$ cat src/rtl/reg_bus_arbiter.sv
// Round-robin sequencer for two requesters sharing an 8-entry register switch.
// Drives the switch sel/dir, owns the out-side bus for writes and inserts turnaround gaps on dir changes.
module reg_bus_arbiter #(
    parameter int DW       = 8,
    parameter int AW       = 3,
    parameter int TURN_CYC = 1
) (
    input  logic          clk,
    input  logic          rst_n,
    input  logic          a_req,
    input  logic          a_wr,
    input  logic [AW-1:0] a_addr,
    input  logic [DW-1:0] a_wdata,
    output logic          a_ack,
    output logic [DW-1:0] a_rdata,
    input  logic          b_req,
    input  logic          b_wr,
    input  logic [AW-1:0] b_addr,
    input  logic [DW-1:0] b_wdata,
    output logic          b_ack,
    output logic [DW-1:0] b_rdata,
    output logic [AW-1:0] sw_sel,
    output logic          sw_dir,
    output logic [DW-1:0] bus_out,
    output logic          bus_oe,
    input  logic [DW-1:0] bus_in,
    output logic          busy
);
    typedef enum logic [2:0] {IDLE, SETUP, TURN, XFER, ACK} state_t;
    localparam logic GNT_A = 1'b0;
    localparam logic GNT_B = 1'b1;

    state_t        state_q, state_d;
    logic          last_gnt_q, last_gnt_d;
    logic          gnt_q, gnt_d;
    logic          wr_q, wr_d;
    logic [AW-1:0] addr_q, addr_d;
    logic [DW-1:0] wdata_q, wdata_d;
    logic [2:0]    cnt_q, cnt_d;
    logic [AW-1:0] sw_sel_q, sw_sel_d;
    logic          sw_dir_q, sw_dir_d;
    logic [DW-1:0] bus_out_q, bus_out_d;
    logic          bus_oe_q, bus_oe_d;
    logic          a_ack_q, a_ack_d, b_ack_q, b_ack_d;
    logic [DW-1:0] a_rdata_q, a_rdata_d, b_rdata_q, b_rdata_d;
    logic          busy_q, busy_d;
    logic          win;

    always_comb begin
        state_d    = state_q;
        last_gnt_d = last_gnt_q;
        gnt_d      = gnt_q;
        wr_d       = wr_q;
        addr_d     = addr_q;
        wdata_d    = wdata_q;
        cnt_d      = cnt_q;
        sw_sel_d   = sw_sel_q;
        sw_dir_d   = sw_dir_q;
        bus_out_d  = bus_out_q;
        a_rdata_d  = a_rdata_q;
        b_rdata_d  = b_rdata_q;
        win        = GNT_A;

        case (state_q)
            IDLE: begin
                if (a_req || b_req) begin
                    // On a tie the requester that was not served last wins.
                    win        = (a_req && b_req) ? ~last_gnt_q : b_req;
                    gnt_d      = win;
                    last_gnt_d = win;
                    wr_d       = win ? b_wr    : a_wr;
                    addr_d     = win ? b_addr  : a_addr;
                    wdata_d    = win ? b_wdata : a_wdata;
                    sw_sel_d   = win ? b_addr  : a_addr;
                    state_d    = SETUP;
                end
            end
            SETUP: begin
                if (wr_q == sw_dir_q) begin
                    state_d = XFER;
                end else begin
                    cnt_d    = 3'(TURN_CYC);
                    sw_dir_d = wr_q;
                    state_d  = TURN;
                end
            end
            TURN: begin
                cnt_d = cnt_q - 3'd1;
                if (cnt_q == 3'd1) state_d = XFER;
            end
            XFER: begin
                state_d = ACK;
                if (!wr_q) begin
                    if (gnt_q == GNT_B) b_rdata_d = bus_in;
                    else                a_rdata_d = bus_in;
                end
            end
            ACK:     state_d = IDLE;
            default: state_d = IDLE;
        endcase

        // Registered outputs are derived from the state being entered.
        bus_oe_d = (state_d == XFER) && wr_q;
        if (bus_oe_d) bus_out_d = wdata_q;
        a_ack_d = (state_d == ACK) && (gnt_q == GNT_A);
        b_ack_d = (state_d == ACK) && (gnt_q == GNT_B);
        busy_d  = (state_d != IDLE);
    end

    always_ff @(posedge clk) begin
        if (!rst_n) begin
            state_q    <= IDLE;
            last_gnt_q <= GNT_B;
            gnt_q      <= GNT_A;
            wr_q       <= 1'b0;
            addr_q     <= '0;
            wdata_q    <= '0;
            cnt_q      <= '0;
            sw_sel_q   <= '0;
            sw_dir_q   <= 1'b0;
            bus_out_q  <= '0;
            bus_oe_q   <= 1'b0;
            a_ack_q    <= 1'b0;
            b_ack_q    <= 1'b0;
            a_rdata_q  <= '0;
            b_rdata_q  <= '0;
            busy_q     <= 1'b0;
        end else begin
            state_q    <= state_d;
            last_gnt_q <= last_gnt_d;
            gnt_q      <= gnt_d;
            wr_q       <= wr_d;
            addr_q     <= addr_d;
            wdata_q    <= wdata_d;
            cnt_q      <= cnt_d;
            sw_sel_q   <= sw_sel_d;
            sw_dir_q   <= sw_dir_d;
            bus_out_q  <= bus_out_d;
            bus_oe_q   <= bus_oe_d;
            a_ack_q    <= a_ack_d;
            b_ack_q    <= b_ack_d;
            a_rdata_q  <= a_rdata_d;
            b_rdata_q  <= b_rdata_d;
            busy_q     <= busy_d;
        end
    end

    assign a_ack   = a_ack_q;
    assign b_ack   = b_ack_q;
    assign a_rdata = a_rdata_q;
    assign b_rdata = b_rdata_q;
    assign sw_sel  = sw_sel_q;
    assign sw_dir  = sw_dir_q;
    assign bus_out = bus_out_q;
    assign bus_oe  = bus_oe_q;
    assign busy    = busy_q;
endmodule

$ cat config.mk
export PLATFORM = sky130hd
export DESIGN_NAME = reg_bus_arbiter
export DESIGN_NICKNAME = d
export VERILOG_FILES = /design/src/rtl/reg_bus_arbiter.sv
export SDC_FILE = /design/constraint.sdc
export NUM_CORES = 1
export LEC_CHECK = 0
export BUFFER_PORTS_ARGS = -buffer_cell sky130_fd_sc_hd__buf_2
export CAP_MARGIN = 20
export CORE_UTILIZATION = 44
export CTS_CLUSTER_DIAMETER = 40
export DETAILED_ROUTE_END_ITERATION = 8
export GPL_ROUTABILITY_DRIVEN = 0
export PLACE_DENSITY = 0.78
export RECOVER_POWER = 50
export REMOVE_ABC_BUFFERS = 1
export SYNTH_ARGS = -nofsm -noshare
export SYNTH_HDL_FRONTEND = slang
export SYNTH_SLANG_ARGS = --single-unit
$ cat constraint.sdc
create_clock -name clk -period 1.37 [get_ports clk]
set_input_delay 0.137 -clock clk [delete_from_list [all_inputs] [get_ports clk]]
set_output_delay 0.137 -clock clk [all_outputs]
set_load 0.05 [all_outputs]
==> metrics.yaml <==
sta:
  report.final.hold_viol_count: 0
  drv_slew: 0
  skew_ns: 0.006555
  rsz0062_at_grt: "true"
  final.setup.worst_slack_ns: -0.03182
  worstMarginPinSlew_ns: 0.5926
  clock.fmax_mhz: 713.4
  finalSetupViolCount: 8
  max-slew-margin-rel: 0.6066
  fin_crit_ns: 1.402
  holdWs_ns: 0.1148
  min_period_over_period: 1.023
final_layout:
  final_util: 0.6149
  diodes: 0
  fillers: 351
  nNetsFinal: 302
  drive_gt1_frac: 0.4113
  stdcell_count: 317
  final_cell_mix: "dfxtp_1, buf_2, mux2i_1, clkbuf_2, nor2b_1"
  syn2layout_area_growth_pct: 34.93
grt:
  grtUsageTotal: 0.1870
  grt_max_degree: 26
  grt_overflow_total: 0
  grt_pass1_wl_um: 7169
  first_global_vias: 1606
  grt_antenna_before_repair: 0
setup_path:
  end_kind: "flip-flop"
  crit_path_top_delay_cell: "or4b_4"
  cp.required_ns: 1.57
  start_kind: "flip-flop"
  rrSetupSlack_ns: -0.03
  cp-endpoint: "b_rdata[0]"
  reg2regPathDepth: 4
  cp_slowest_stage_delay_ns: 0.59
  crit_path_cell_trace: "nand2_2 -> or4b_4 -> mux2i_1 -> nor2b_1"
  path_class: "reg -> reg"
  r2r-start: "state_q[1]"
  cp_max_fo: 8
  regToRegEndpoint: "b_rdata[0]"
  cp_data_arrival_time_ns: 1.60
  crit_start: "state_q[1]"
clock_network:
  root_buffer: "clkbuf_8"
  clock_latency_ns: 0.30
  cts_num_sinks: 49
  clk_path_buf_depth: 2
  cts_buffers: 5
  clk_pin_slew_ns: 0.09
  tritoncts: "done"
  htreeDepth: 2
status:
  outcome: "complete, but fails checks"
  violations: "setup timing"
place:
  portBuffers: 67
  dpl.cell_count: 311
  dp_hpwl_um: 3071
drt:
  drt_iter0_drc: 43
  firstDrtPassIters: 4
  wl_um: 4292
  antenna_left: 0
  drc_errors: 0
  vias: 1608
  wl_per_cell_um: 13.54
  via_per_inst: 5.073
worst_hold_path:
  hp-class: "in -> reg"
floorplanning:
  initial_core_util: 0.4557
  die_w_um: 69.16
  die_h_um: 69.16
  dieArea_sq_um: 4782
  ios: 68
  core_area_sq_um: 4354
  rows: 24
yosys:
  syn_area_sq_um: 1984
  synthFlopType: "dfxtp_1"
  synthCells: 181
  syn_area_per_cell_sq_um: 10.96
  yosysUniqueCellTypes: 33
  ys_ff_latch: 49
  yosysWarningCount: 0
  synth-async-reset-ratio: 0
  ys_seq_area_frac: 0.4943
  synth_edf_count: 0
power:
  power_mw: 4.744
  p_leak_nw: 1.296
  ir_drop_uv: 688.4
  power_per_cell_area_nw_per_um2: 1772
job:
  drv_cap: 0
==> report_power, final <==
| group | leakage [nW] | switching [mW] | total [mW] | internal (mW) |
|---|---|---|---|---|
| Combinational | 0.835 | 0.991 | 1.78 | 0.788 |
| Sequential | 0.402 | 0.195 | 1.91 | 1.72 |
| Clock | 0.0585 | 0.454 | 1.05 | 0.595 |
| Total | 1.30 | 1.64 | 4.74 | 3.10 |
==> metal layers <==
layer,track usage,share of wire,vias up
met4,0.07483,0.023,0
met1,0.2218,0.45,761
li1,-,-,803
met2,0.3215,0.50,34
met5,0,0,-
met3,0.04678,0.032,10
==> worst min path at each step <==
| stage | depth (start not counted) | slack, ns | start | endpoint |
|---|---|---|---|---|
| 2_1_floorplan | 1 | 0.21 | rst_n | last_gnt_q |
| 3_3_place_gp | 3 | 0.41 | bus_in[3] | b_rdata[3] |
| 3_5_place_dp | 3 | 0.42 | bus_in[0] | b_rdata[0] |
| 4_1_cts | 3 | 0.11 | bus_in[7] | a_rdata[7] |
| 5_1_grt | 3 | 0.12 | bus_in[5] | b_rdata[5] |
| 6_report | 3 | 0.11 | bus_in[3] | a_rdata[3] |
==> critical path, delay by kind of cell, from the launching register on <==
kind | cells | cell delay [ns]
AND/OR/NAND/NOR | 3 | 0.71
flip-flops | 1 | 0.39
multiplexers | 1 | 0.20
==> state kept, by name (all words and copies together) (netlist names), 3 cells and up <==
name     cells
sw_sel       3
cnt_q        3
state_q      3
wdata_q      8
b_rdata      8
a_rdata      8
bus_out      8
==> layout make-up <==
cell class / count / area [sq um] / area share
Sequential cell: 49 / 994.7 / 0.3715
Multi-Input combinational cell: 118 / 974.7 / 0.3640
Inverter: 3 / 11.26 / 0.004206
Clock buffer: 7 / 86.33 / 0.03224
Clock inverter: 1 / 30.03 / 0.01121
Tap cell: 52 / 65.06 / 0.02430
Timing Repair Buffer: 87 / 515.5 / 0.1925
==> synth_stat cells (all sizes together) (3+ instances only) <==
cell type	number	share of area
dfxtp	49	0.49
mux2i	29	0.15
nor2b	18	0.057
nand2	17	0.033
o211a	12	0.061
a32o	9	0.046
buf	6	0.023
clkbuf	5	0.0095
nor2	5	0.0095
nor3b	4	0.018
a21boi	3	0.011
inv	3	0.0057
xnor2	3	0.013
==> kinds of logic (layout without fill, tap and decap cells) <==
logic type,Yosys count,in the layout,share of synthesized area
adders and majority gates,2,2,0.01261
DFF,49,49,0.4943
muxes,29,29,0.1463
buffers and inverters,14,98,0.03783
xor gates and xnor gates,3,3,0.01324
AOI/OAI and AO/OA,30,30,0.1393
and+or+nand+nor,54,54,0.1564
==> stage by stage <==
| stage | setup WS, ns | area, sq um | TNS (ns) |
|---|---|---|---|
| floorplan | -0.3780 | 1921 | -9.403 |
| global placement | -0.08199 | 2527 | -1.646 |
| detailed placement | -0.1457 | 2527 | -2.949 |
| CTS | -0.06871 | 2688 | -0.6541 |
| global route | -0.08319 | 2678 | -1.165 |
| finish | -0.03182 | 2678 | -0.1562 |
==> what timing repair did <==
item                       CTS  global route
hold buffers                 0             0
setup endpoints to repair   40            37
gates resized for setup     15             9
buffers inserted             0             0
pin swaps                    2             3
No activity file was read; power rests on OpenSTA's default activity.
